<file path="config.mk">
export PLATFORM = sky130hd
export DESIGN_NAME = sr_cmd_sequencer_flat
export DESIGN_NICKNAME = d
export VERILOG_FILES = /design/src/rtl/sr_pkg.sv /design/src/rtl/sr_cmd_sequencer_if.sv /design/src/rtl/cmd_fifo.sv /design/src/rtl/sr_cmd_sequencer.sv /design/src/flat_wrapper.sv
export SDC_FILE = /design/constraint.sdc
export NUM_CORES = 1
export LEC_CHECK = 0
export CORE_MARGIN = 2
export CORE_UTILIZATION = 51
export CTS_CLUSTER_DIAMETER = 120
export DETAILED_ROUTE_END_ITERATION = 6
export DONT_BUFFER_PORTS = 1
export PLACE_DENSITY = 0.64
export RECOVER_POWER = 50
export SLEW_MARGIN = 20
export SYNTH_ARGS = -nofsm -noshare
export SYNTH_HDL_FRONTEND = slang
export SYNTH_SLANG_ARGS = --single-unit
</file>
<file path="constraint.sdc">
create_clock -name C -period 2.9 [get_ports C]
set_input_delay 0.29 -clock C [delete_from_list [all_inputs] [get_ports C]]
set_output_delay 0.29 -clock C [all_outputs]
set_load 0.02 [all_outputs]
</file>
<file path="src/rtl/sr_pkg.sv">
// Shared encodings and op resolution for the SR command sequencer.
// Used by the top and the bench.
package sr_pkg;

  typedef enum logic [1:0] {
    OP_HOLD   = 2'b00,
    OP_SET    = 2'b01,
    OP_RESET  = 2'b10,
    OP_TOGGLE = 2'b11
  } op_e;

  typedef enum logic [1:0] {
    ST_IDLE  = 2'b00,
    ST_DRIVE = 2'b01,
    ST_GAP   = 2'b10
  } st_e;

  // s/r: drive pattern; upd: model changes; q: new model value
  typedef struct packed {
    logic s;
    logic r;
    logic upd;
    logic q;
  } drv_t;

  function automatic drv_t resolve(op_e op, logic qexp, logic qvalid);
    drv_t d;
    d = '0;
    unique case (op)
      OP_SET: begin
        d.s   = 1'b1;
        d.upd = 1'b1;
        d.q   = 1'b1;
      end
      OP_RESET: begin
        d.r   = 1'b1;
        d.upd = 1'b1;
      end
      OP_TOGGLE: begin
        if (qvalid) begin
          d.s   = ~qexp;
          d.r   = qexp;
          d.upd = 1'b1;
          d.q   = ~qexp;
        end
      end
      default: d = '0;
    endcase
    return d;
  endfunction

endpackage

</file>
<file path="src/rtl/sr_cmd_sequencer_if.sv">
// Command, drive and feedback bundle of the SR sequencer.
// slave = sequencer, master = command source / flip-flop side.
interface sr_cmd_sequencer_if;
  logic [1:0] OP;
  logic       PUSH;
  logic       FULL;
  logic       EMPTY;
  logic       S;
  logic       R;
  logic       Q;
  logic       Qbar;
  logic       BUSY;
  logic       QEXP;
  logic       QVALID;
  logic       ERR;
  logic       OVF;
  logic [3:0] ERRCNT;

  modport master (
    output OP, PUSH, Q, Qbar,
    input  FULL, EMPTY, S, R, BUSY,
    input  QEXP, QVALID, ERR, OVF, ERRCNT
  );

  modport slave (
    input  OP, PUSH, Q, Qbar,
    output FULL, EMPTY, S, R, BUSY,
    output QEXP, QVALID, ERR, OVF, ERRCNT
  );
endinterface

</file>
<file path="src/rtl/cmd_fifo.sv">
// Small command FIFO, falling-edge clocked, async clear.
// Push while full is accepted only with a same-edge pop.
module cmd_fifo #(
  parameter int DEPTH = 4,
  parameter int W     = 2
) (
  input  logic         C,
  input  logic         CLR,
  input  logic         PUSH,
  input  logic         POP,
  input  logic [W-1:0] DIN,
  output logic [W-1:0] DOUT,
  output logic         FULL,
  output logic         EMPTY
);
  localparam int AW = $clog2(DEPTH);
  localparam logic [AW:0] NFULL = (AW+1)'(DEPTH);

  logic [W-1:0]  mem [DEPTH];
  logic [AW-1:0] rd;
  logic [AW-1:0] wr;
  logic [AW:0]   cnt;
  logic          do_push;
  logic          do_pop;

  assign FULL    = (cnt == NFULL);
  assign EMPTY   = (cnt == '0);
  assign do_pop  = POP && !EMPTY;
  assign do_push = PUSH && (!FULL || do_pop);
  assign DOUT    = mem[rd];

  // storage write, no reset needed
  always_ff @(negedge C) begin
    if (do_push) mem[wr] <= DIN;
  end

  // pointers wrap naturally, count tracks occupancy
  always_ff @(negedge C or posedge CLR) begin
    if (CLR) begin
      rd  <= '0;
      wr  <= '0;
      cnt <= '0;
    end else begin
      if (do_push) wr <= wr + AW'(1);
      if (do_pop)  rd <= rd + AW'(1);
      unique case ({do_push, do_pop})
        2'b10:   cnt <= cnt + (AW+1)'(1);
        2'b01:   cnt <= cnt - (AW+1)'(1);
        default: cnt <= cnt;
      endcase
    end
  end
endmodule

</file>
<file path="src/rtl/sr_cmd_sequencer.sv">
// Turns queued HOLD/SET/RESET/TOGGLE commands into timed S/R drives
// and checks the fed-back flip-flop outputs against a state model.
module sr_cmd_sequencer
  import sr_pkg::*;
#(
  parameter int DEPTH    = 4,
  parameter int HOLD_CYC = 1,
  parameter int GAP_CYC  = 1
) (
  input logic               C,
  input logic               CLR,
  sr_cmd_sequencer_if.slave bus
);
  localparam logic [3:0] HLD = 4'(HOLD_CYC - 1);
  localparam logic [3:0] GP  = 4'(GAP_CYC - 1);

  st_e        st;
  logic [3:0] cnt;
  logic       s, r;
  logic       qexp, qvalid;
  logic       err, ovf;
  logic [3:0] errcnt;
  logic [1:0] head;
  logic       full, empty;
  logic       pop;
  logic       chk;
  drv_t       drv;

  cmd_fifo #(.DEPTH(DEPTH), .W(2)) u_fifo (
    .C     (C),
    .CLR   (CLR),
    .PUSH  (bus.PUSH),
    .POP   (pop),
    .DIN   (bus.OP),
    .DOUT  (head),
    .FULL  (full),
    .EMPTY (empty)
  );

  assign pop = !empty &&
               ((st == ST_IDLE) ||
                (st == ST_GAP && cnt == 4'd0));
  assign drv = resolve(op_e'(head), qexp, qvalid);
  assign chk = (st == ST_GAP) && (cnt == GP) && qvalid &&
               ((bus.Q != qexp) || (bus.Q == bus.Qbar));

  assign bus.S      = s;
  assign bus.R      = r;
  assign bus.FULL   = full;
  assign bus.EMPTY  = empty;
  assign bus.BUSY   = (st != ST_IDLE);
  assign bus.QEXP   = qexp;
  assign bus.QVALID = qvalid;
  assign bus.ERR    = err;
  assign bus.OVF    = ovf;
  assign bus.ERRCNT = errcnt;

  // sequencer FSM, model and checker; S/R move only on falling C
  always_ff @(negedge C or posedge CLR) begin
    if (CLR) begin
      st     <= ST_IDLE;
      cnt    <= 4'd0;
      s      <= 1'b0;
      r      <= 1'b0;
      qexp   <= 1'b0;
      qvalid <= 1'b0;
      err    <= 1'b0;
      ovf    <= 1'b0;
      errcnt <= 4'd0;
    end else begin
      err <= chk;
      if (chk && errcnt != 4'hF) errcnt <= errcnt + 4'd1;
      if (bus.PUSH && full && !pop) ovf <= 1'b1;
      if (pop) begin
        s   <= drv.s;
        r   <= drv.r;
        cnt <= HLD;
        st  <= ST_DRIVE;
        if (drv.upd) begin
          qexp   <= drv.q;
          qvalid <= 1'b1;
        end
      end else begin
        unique case (st)
          ST_DRIVE: begin
            if (cnt == 4'd0) begin
              s   <= 1'b0;
              r   <= 1'b0;
              cnt <= GP;
              st  <= ST_GAP;
            end else begin
              cnt <= cnt - 4'd1;
            end
          end
          ST_GAP: begin
            if (cnt == 4'd0) st <= ST_IDLE;
            else cnt <= cnt - 4'd1;
          end
          default: st <= ST_IDLE;
        endcase
      end
    end
  end
endmodule

</file>
<file path="src/flat_wrapper.sv">
// flat-port wrapper written by rule: the top's interface ports become plain ports
module sr_cmd_sequencer_flat import sr_pkg::*;
#(
  parameter int DEPTH    = 4,
  parameter int HOLD_CYC = 1,
  parameter int GAP_CYC  = 1
)
  (C, CLR, bus_OP, bus_PUSH, bus_Q, bus_Qbar, bus_FULL, bus_EMPTY, bus_S, bus_R, bus_BUSY, bus_QEXP, bus_QVALID, bus_ERR, bus_OVF, bus_ERRCNT);
  sr_cmd_sequencer_if bus_i ();
  input logic C;
  input logic CLR;
  input wire logic [$bits(bus_i.OP)-1:0] bus_OP;
  input wire logic [$bits(bus_i.PUSH)-1:0] bus_PUSH;
  input wire logic [$bits(bus_i.Q)-1:0] bus_Q;
  input wire logic [$bits(bus_i.Qbar)-1:0] bus_Qbar;
  output wire logic [$bits(bus_i.FULL)-1:0] bus_FULL;
  output wire logic [$bits(bus_i.EMPTY)-1:0] bus_EMPTY;
  output wire logic [$bits(bus_i.S)-1:0] bus_S;
  output wire logic [$bits(bus_i.R)-1:0] bus_R;
  output wire logic [$bits(bus_i.BUSY)-1:0] bus_BUSY;
  output wire logic [$bits(bus_i.QEXP)-1:0] bus_QEXP;
  output wire logic [$bits(bus_i.QVALID)-1:0] bus_QVALID;
  output wire logic [$bits(bus_i.ERR)-1:0] bus_ERR;
  output wire logic [$bits(bus_i.OVF)-1:0] bus_OVF;
  output wire logic [$bits(bus_i.ERRCNT)-1:0] bus_ERRCNT;
  assign bus_i.OP = bus_OP;
  assign bus_i.PUSH = bus_PUSH;
  assign bus_i.Q = bus_Q;
  assign bus_i.Qbar = bus_Qbar;
  assign bus_FULL = bus_i.FULL;
  assign bus_EMPTY = bus_i.EMPTY;
  assign bus_S = bus_i.S;
  assign bus_R = bus_i.R;
  assign bus_BUSY = bus_i.BUSY;
  assign bus_QEXP = bus_i.QEXP;
  assign bus_QVALID = bus_i.QVALID;
  assign bus_ERR = bus_i.ERR;
  assign bus_OVF = bus_i.OVF;
  assign bus_ERRCNT = bus_i.ERRCNT;
  sr_cmd_sequencer #(.DEPTH(DEPTH), .HOLD_CYC(HOLD_CYC), .GAP_CYC(GAP_CYC)) u_core (.C(C), .CLR(CLR), .bus(bus_i));
endmodule
</file>
# After elaboration in Yosys (flattened, before gate mapping)
# Memories as Yosys holds them, arrays and structs flattened.
# Cells that the tools add are included.
# totals
n_memories	1
romBits	0
register_bits	23
latch_bits	0
mem_bits_rw	8
# memory_table
name	words	word_bits	rd	rd_clocked_by_memory_dff	wr	line_no	rtl
u_core.u_fifo.mem	4	2	1	0	1	cmd_fifo.sv:19	logic [W-1:0] mem [DEPTH];
# op_classes
muxes	20
n_eq_ne	14
multipliers	0
n_div	0
n_bitwise	1
addsub	6
n_lt_le_gt_ge	0
reduce_logical	28
shift	0
# op_table
operator	count
4-bit two-way mux	4
1-bit logical AND	9
2-bit == test, second input constant	4
1-bit case mux with 2 select lines	4
4-bit case mux with 2 select lines	1
2-bit AND reduction	4
2-bit nonzero test	4
2-bit by 1-bit == test with 1-bit output, second input constant	3
1-bit two-way mux	6
2-bit two-way mux	3
3-bit by 2-bit inequality test with 1-bit output, second input constant	2
3-bit case mux with 2 select lines	1
2-bit by 1-bit adder with 2-bit output, second input constant	2
4-bit by 1-bit adder with 4-bit output, second input constant	1
4-bit zero test	1
4-bit inequality test, second input constant	1
2-bit case mux with 2 select lines	1
4-bit by 1-bit subtractor with 4-bit output, second input constant	1
3-bit by 1-bit adder with 3-bit output, second input constant	1
3-bit == test, second input constant	1
1-bit zero test	3
3-bit zero test	1
1-bit logical OR	3
3-bit by 1-bit inequality test with 1-bit output, second input constant	1
7 further kinds	7

# Longest topological paths before layout
# Gate-level depths: netlist of the first run.
# logic_depth
word_depth	9
depth_mapped	10
ltp_nobuf	10

# Cells and area by module
# From an unflattened synthesis of the first run, not the netlist that was laid out.
# unflattened
hier_cells	169
area_unflattened_um2	1829.3
# modules_own_cells
mod	cells_per_inst	area_each_um2	instances
sr_cmd_sequencer	107	1016.0	1
cmd_fifo	62	813.3	1

==> results.json, run 1 <==
{
  "status": "finished, violations left",
  "violations_in_the_final_reports": "setup timing",
  "critical_path_depth": 2,
  "share_of_the_core_filled_with_cells_pct": 62.5,
  "number_of_antenna_violations_at_the_first_check_in_global_routing": 0,
  "global_route.usage.total_pct": 19.3,
  "die_y_um": 61.6,
  "non_filler_cells_in_the_finished_layout": 213,
  "worst-endpoint-arrival_ns": 2.64,
  "vias": 1160,
  "intPower_mw": 1.28,
  "clkSlewWorstSetupHoldPaths_ns": 0.07,
  "clk_latency_ns": 0.39,
  "slew_headroom_pct": 17.8,
  "endpoint_kind": "primary output",
  "mappedNetlistArea_sq_mm": 0.00169,
  "p_leak_nw": 0.840,
  "numPlacedInstances": 194,
  "synth.yosys.seq_area_share_pct": 48.3,
  "synth.ff_latch_count": 31,
  "fin_skew_ns": 0.0626,
  "power.density_mw_per_mm2": 1150,
  "cts-buffers-inserted": 5,
  "firstDrtPassIters": 4,
  "peakVddDrop_uv": 580,
  "crit_slowest_cell": "sky130_fd_sc_hd__or3_4",
  "timing_hold_violations_final": 0,
  "worst-path-buf-inv": 1,
  "power.share.switching_pct": 42.9,
  "seq_power_share_pct": 36.1,
  "crit_required_ns": 2.61,
  "hold_depth": 1,
  "grt_max_degree": 24,
  "r2r-start": "u_core.cnt[0]$_DFFE_NP0P_",
  "dominantRegCellSynth": "sky130_fd_sc_hd__dfrtn_1",
  "post_dp_cell_area_sq_mm": 0.00178,
  "drt_drc_violations_left": 0,
  "synth_cells": 147,
  "yosysWarningCount": 0,
  "cap_viol_max_count": 0,
  "share_clk_of_total_power_pct": 17.7,
  "floorplan.initialDensity_pct": 54.5,
  "max_slew.worst_pin.slew_ns": 1.23,
  "antenna_cells_inserted": 0,
  "cts_tree": "yes",
  "clock_tree.buffer_depth": 2,
  "place_hpwl_um": 2180,
  "setup_repair_after_global_routing_missed_its_margin": "yes",
  "clkSinkCount": 31,
  "fp.coreArea_sq_mm": 0.00310,
  "final-setup-viol-count": 1,
  "switching_power_summed_over_all_nets_mw": 0.959,
  "boundaryPins": 20,
  "stdcell_area_sq_mm": 0.00194,
  "number_of_global_route_vias_before_repair": 1225,
  "ff_latch_area_sq_um": 816,
  "syn_area_per_cell_sq_um": 11.5,
  "hold_path.class": "reg -> reg",
  "share_comb_of_total_power_pct": 46.2,
  "synth.lib_cells_used.distinct": 46,
  "crit_type": "reg -> out",
  "flow.area_growth_from_synthesis_pct": 14.8,
  "multi_input_gate_area_in_the_final_layout_sq_um": 838,
  "min-delay-start": "u_core.cnt[0]$_DFFE_NP0P_",
  "async_reset_ff_share_pct": 74.2,
  "crit_path_cell_trace": "or3_4 -> inv_4",
  "drt-wirelength-per-cell_um": 14.1,
  "gpl.final_weighted_congestion": 0.740,
  "post_drt_via_cell_ratio": 5.45,
  "overflow": 0,
  "power.total_mw": 2.24,
  "htree_num_levels": 2,
  "worst_setup_path_start_kind": "flop",
  "grt_pass1_wl_um": 5200,
  "path_delay_family": "simple AND/OR/NAND/NOR gates",
  "critical_path.max_fanout": 2,
  "crit_path_start": "u_core.u_fifo.cnt[2]$_DFFE_NP0P_",
  "synth_edf_count": 8,
  "timing.reg2reg.setup_slack_ns": 0.63,
  "max_stage_delay_ns": 0.41,
  "routed_wirelength_um": 3010,
  "num_rows": 20,
  "finalMaxSlewViolations": 0,
  "final.fill_count": 271,
  "final_layout_size_suffix_gt1_share_pct": 20.1,
  "iteration_0_drc_markers": 75,
  "clk_root_buffer_cell": "sky130_fd_sc_hd__clkbuf_4",
  "worst_slack_ns": -0.0327,
  "floorplan.die_area_sq_mm": 0.00379,
  "route.antenna.remaining_nets": 0,
  "ff2ff_path_depth": 9,
  "chipWidth_um": 61.6,
  "portBuffers": 0,
  "design.final.nets": 190,
  "syn_nets": 169
}
## area by class of cell
type	count	share of cell area, %
Clock buffer	5	1.93
Clock inverter	11	3.93
Inverter	14	2.97
Multi-Input combinational cell	99	43.2
Sequential cell	31	42.0
Tap cell	44	2.84
Timing Repair Buffer	9	3.09
## sequential cells by signal (all words and copies together), names as in the netlist
register           count
u_core.st              2
u_core.u_fifo.mem      8
u_core.bus.ERR         1
u_core.u_fifo.rd       2
u_core.bus.OVF         1
u_core.bus.QVALID      1
u_core.bus.S           1
u_core.u_fifo.cnt      3
u_core.bus.QEXP        1
u_core.bus.R           1
u_core.cnt             4
u_core.u_fifo.wr       2
u_core.bus.ERRCNT      4
## cells by family after synthesis
kind of cell / Yosys count / share of synthesized area (%)
muxes: 6 / 5.18
buffers and inverters: 17 / 3.77
AOI/OAI and AO/OA: 34 / 13.8
adders and majority gates: 15 / 11.5
xor gates and xnor gates: 6 / 3.11
and+or+nand+nor: 38 / 14.4
DFF: 31 / 48.3
## per-layer routing
metal,vias to the layer above,share of wire (%),global-route usage (%)
li1,571,-,-
met1,561,44,21.2
met2,22,50,32.3
met3,6,5.1,6.09
met4,0,1.5,11.9
met5,-,0,0
## worst paths after layout
check | to
max | bus_EMPTY
min | u_core.cnt[0]$_DFFE_NP0P_
max reg2reg | u_core.u_fifo.cnt[1]$_DFFE_NP0P_
min reg2reg | u_core.cnt[0]$_DFFE_NP0P_
max in group asynchronous | u_core.u_fifo.rd[0]$_DFFE_NP0P_
min in group asynchronous | u_core.u_fifo.cnt[0]$_DFFE_NP0P_
## metrics by stage
step,setup WS (ns),setup TNS [ns],hold slack (ns)
after detailed placement,0.0461,0,0.439
after global routing,-0.0790,-0.106,0.499
after floorplan,0.00757,0,0.394
after global placement,0.0799,0,0.424
final,-0.0327,-0.0327,0.443
after CTS,-0.0411,-0.0411,0.440
## Yosys cell counts, types with 4 or more instances
master | count | area (sq um)
sky130_fd_sc_hd__a21oi_1 | 10 | 50.1
sky130_fd_sc_hd__and2_1 | 5 | 31.3
sky130_fd_sc_hd__dfrtn_1 | 23 | 576
sky130_fd_sc_hd__edfxtp_1 | 8 | 240
sky130_fd_sc_hd__ha_1 | 14 | 175
sky130_fd_sc_hd__inv_1 | 15 | 56.3
sky130_fd_sc_hd__nand2_1 | 6 | 22.5
sky130_fd_sc_hd__nand3_1 | 4 | 20.0
sky130_fd_sc_hd__nor2_1 | 6 | 22.5
sky130_fd_sc_hd__o21ai_0 | 7 | 35.0
## power by group through the flow
stage	clock network (mW)	registers (mW)	logic (mW)
floorplan	0.0188	0.795	0.739
global placement	0.0188	0.819	0.902
detailed placement	0.0188	0.830	0.934
CTS	0.400	0.811	1.02
global route	0.433	0.834	1.18
finish	0.395	0.808	1.03
## what timing repair did
item	in CTS	in global routing
setup endpoints to repair	3	3
hold buffers	0	0
gates resized for setup	7	2
setup buffers	4	0
pin swaps	1	0
## cell usage in the layout, fill, tap and decap left out, types with 4 or more instances in the layout
cell                       count
sky130_fd_sc_hd__clkbuf_4      5
sky130_fd_sc_hd__o21ai_0       7
sky130_fd_sc_hd__inv_1        20
sky130_fd_sc_hd__nand2_1       6
sky130_fd_sc_hd__ha_1         13
sky130_fd_sc_hd__and2_1        4
sky130_fd_sc_hd__buf_4         7
sky130_fd_sc_hd__dfrtn_1      23
sky130_fd_sc_hd__nand3_1       4
sky130_fd_sc_hd__edfxtp_1      8
sky130_fd_sc_hd__a21oi_1      10
sky130_fd_sc_hd__nor2_1        5
Note: power is estimated with default switching activity, not from simulation.
==> run 2, diff against run 1 <==
ABC_AREA = 1   (was not set)
==> results.json, run 2 <==
{
  "final.fill_count": 288,
  "post_drt_via_cell_ratio": 4.97,
  "synth_largest_type_area_fraction_pct": 33.4,
  "mappedNetlistArea_sq_mm": 0.00172,
  "synthXorXnorAreaFrac_pct": 3.99,
  "final-setup-viol-count": 0,
  "synth.yosys.seq_area_share_pct": 47.3,
  "synth_cells": 178,
  "clock_tree.buffer_depth": 2,
  "hold_path.class": "reg -> reg",
  "yosys.area_share.adder_pct": 11.3,
  "stdcell_area_sq_mm": 0.00189,
  "vias": 1197,
  "worst_setup_path_start_kind": "flop",
  "number_of_global_route_vias_before_repair": 1273,
  "grt_pass1_wl_um": 5460,
  "max_slew.worst_pin.slew_ns": 0.844,
  "timing_hold_violations_final": 0,
  "syn_area_per_cell_sq_um": 9.69,
  "mostFrequentLayoutCells": "35 x sky130_fd_sc_hd__inv_1, 32 x sky130_fd_sc_hd__nand2_1, 23 x sky130_fd_sc_hd__dfrtn_1",
  "fp.coreArea_sq_mm": 0.00328,
  "slew_headroom_pct": 43.7,
  "async_reset_ff_share_pct": 74.2,
  "finalMaxSlewViolations": 0,
  "critical_path.max_fanout": 4,
  "synthMostInstantiatedCell": "sky130_fd_sc_hd__inv_1",
  "ys_top_cells_by_count": "33 x sky130_fd_sc_hd__inv_1, 30 x sky130_fd_sc_hd__nand2_1, 23 x sky130_fd_sc_hd__dfrtn_1",
  "worst_slack_ns": 0.0445,
  "floorplan.initialDensity_pct": 52.5,
  "synth_edf_count": 8,
  "worst-endpoint-arrival_ns": 2.57,
  "boundaryPins": 20,
  "p_leak_nw": 0.933,
  "flow.area_growth_from_synthesis_pct": 9.51,
  "endpoint_kind": "primary output",
  "number_of_antenna_violations_at_the_first_check_in_global_routing": 0,
  "clkSlewWorstSetupHoldPaths_ns": 0.08,
  "portBuffers": 0,
  "htree_num_levels": 2,
  "firstDrtPassIters": 6,
  "fin_skew_ns": 0.0667,
  "die_y_um": 62.1,
  "largest_register_ff_count": 8,
  "pre_cts_slack_ns": 0.0246,
  "cell_type_with_the_largest_total_area_after_synthesis": "sky130_fd_sc_hd__dfrtn_1",
  "global_route.usage.total_pct": 17.8,
  "status": "complete, no violations",
  "peakVddDrop_uv": 746,
  "overflow": 0,
  "clk_root_buffer_cell": "sky130_fd_sc_hd__clkbuf_4",
  "crit_required_ns": 2.61,
  "gpl.final_weighted_congestion": 0.775,
  "max_flop_register": "u_core.u_fifo.mem",
  "final_common_cell": "sky130_fd_sc_hd__inv_1",
  "setup_repair_after_global_routing_missed_its_margin": "yes",
  "power.density_mw_per_mm2": 1230,
  "iteration_0_drc_markers": 46,
  "power.total_mw": 2.33,
  "synth.lib_cells_used.distinct": 34,
  "crit_type": "reg -> out",
  "design.final.nets": 216,
  "drt-wirelength-per-cell_um": 12.5,
  "place_hpwl_um": 2250,
  "post_dp_cell_area_sq_mm": 0.00177,
  "ys_top_cells_by_area": "sky130_fd_sc_hd__dfrtn_1 33%, sky130_fd_sc_hd__edfxtp_1 14%, sky130_fd_sc_hd__ha_1 10%",
  "clkSinkCount": 31,
  "chipWidth_um": 62.1,
  "grt_max_degree": 17,
  "yosysWarningCount": 0,
  "dominantRegCellSynth": "sky130_fd_sc_hd__dfrtn_1",
  "floorplan.die_area_sq_mm": 0.00386,
  "clk_latency_ns": 0.39,
  "antenna_cells_inserted": 0,
  "post_cts_hold_buffer_count": 0,
  "num_rows": 21,
  "syn_nets": 200,
  "synth.ff_latch_count": 31,
  "synth_top_family_by_area": "simple AND/OR/NAND/NOR gates",
  "route.antenna.remaining_nets": 0,
  "synth_compound_gate_area_share_pct": 8.13,
  "cts_tree": "yes",
  "synth.mux.area_fraction_pct": 0,
  "setup-tns-final_ns": 0,
  "synth_simple_gate_area_share_pct": 20.8,
  "final_layout_size_suffix_gt1_share_pct": 13.8,
  "cts-buffers-inserted": 5,
  "routed_wirelength_um": 3020,
  "drt_drc_violations_left": 0,
  "cap_viol_max_count": 0
}
## run 2: cell count changes after synthesis, moves of 3 or more
cell                      previous run  this run
sky130_fd_sc_hd__nand3_1             4        10
sky130_fd_sc_hd__nor2_1              6         9
sky130_fd_sc_hd__o21ai_1             1         6
sky130_fd_sc_hd__inv_1              15        33
sky130_fd_sc_hd__and2_1              5         0
sky130_fd_sc_hd__nand2_4             0         3
sky130_fd_sc_hd__o21ai_0             7         2
sky130_fd_sc_hd__nand2_1             6        30
## run 2: through the flow
| stage | hold WS, ns | std cells | utilization [%] |
|---|---|---|---|
| floorplan | 0.415 | 178 | - |
| global placement | 0.441 | 224 | 54.0 |
| detailed placement | 0.446 | 224 | 54.0 |
| CTS | 0.450 | 241 | 58.4 |
| global route | 0.480 | 241 | 57.5 |
| finish | 0.447 | 241 | 57.5 |
## run 2: cell type report
| type | count | area [sq um] | area share (%) |
|---|---|---|---|
| Timing Repair Buffer | 3 | 15.0 | 0.795 |
| Inverter | 33 | 130 | 6.89 |
| Sequential cell | 31 | 816 | 43.2 |
| Clock buffer | 7 | 87.6 | 4.64 |
| Tap cell | 46 | 57.6 | 3.05 |
| Clock inverter | 9 | 38.8 | 2.05 |
| Multi-Input combinational cell | 112 | 743 | 39.4 |
## run 2: worst max-delay path, cell delays in order (launching register included)
cell                      delay, ns
sky130_fd_sc_hd__dfrtn_1       0.41
sky130_fd_sc_hd__inv_2         0.11
sky130_fd_sc_hd__nand3_2       0.15
sky130_fd_sc_hd__inv_4         0.12
## run 2: final timing paths
check / start / endpoint / slack, ns / depth (start not counted)
min reg2reg: u_core.u_fifo.rd[1]$_DFFE_NP0P_ / u_core.u_fifo.rd[1]$_DFFE_NP0P_ / 0.45 / 1
max in group asynchronous: CLR / u_core.u_fifo.wr[0]$_DFFE_NP0P_ / 0.71 / 2
min in group asynchronous: CLR / u_core.bus.ERR$_DFF_NP0_ / 1.10 / 1
max reg2reg: u_core.cnt[0]$_DFFE_NP0P_ / u_core.bus.R$_DFFE_NP0P_ / 0.42 / 8
min: u_core.u_fifo.rd[1]$_DFFE_NP0P_ / u_core.u_fifo.rd[1]$_DFFE_NP0P_ / 0.45 / 1
max: u_core.u_fifo.cnt[0]$_DFFE_NP0P_ / bus_FULL / 0.04 / 3
## run 2: timing repair
action,CTS,global route
buffers inserted,2,0
gates resized for setup,4,6
gates cloned,0,0
endpoints found under the setup margin,3,3
## run 2: kinds of logic (layout without fill, tap and decap cells)
| logic type | Yosys count | count (layout) |
|---|---|---|
| xor gates and xnor gates | 7 | 7 |
| adders and majority gates | 15 | 15 |
| AOI/OAI and AO/OA | 24 | 24 |
| DFF | 31 | 31 |
| and+or+nand+nor | 66 | 66 |
| buffers and inverters | 35 | 52 |
## run 2: where the power goes
group	leakage, nW	switching [mW]	internal (mW)
sequential	0.354	0.196	0.626
combinational	0.484	0.697	0.393
clock	0.0948	0.198	0.216
## run 2: layer usage
layer	share of wire [%]	global-route usage, %	vias to the layer above
li1	-	-	603
met5	0	0	-
met4	1.8	7.78	0
met2	52	31.9	26
met3	5.7	6.52	7
met1	41	18.6	561
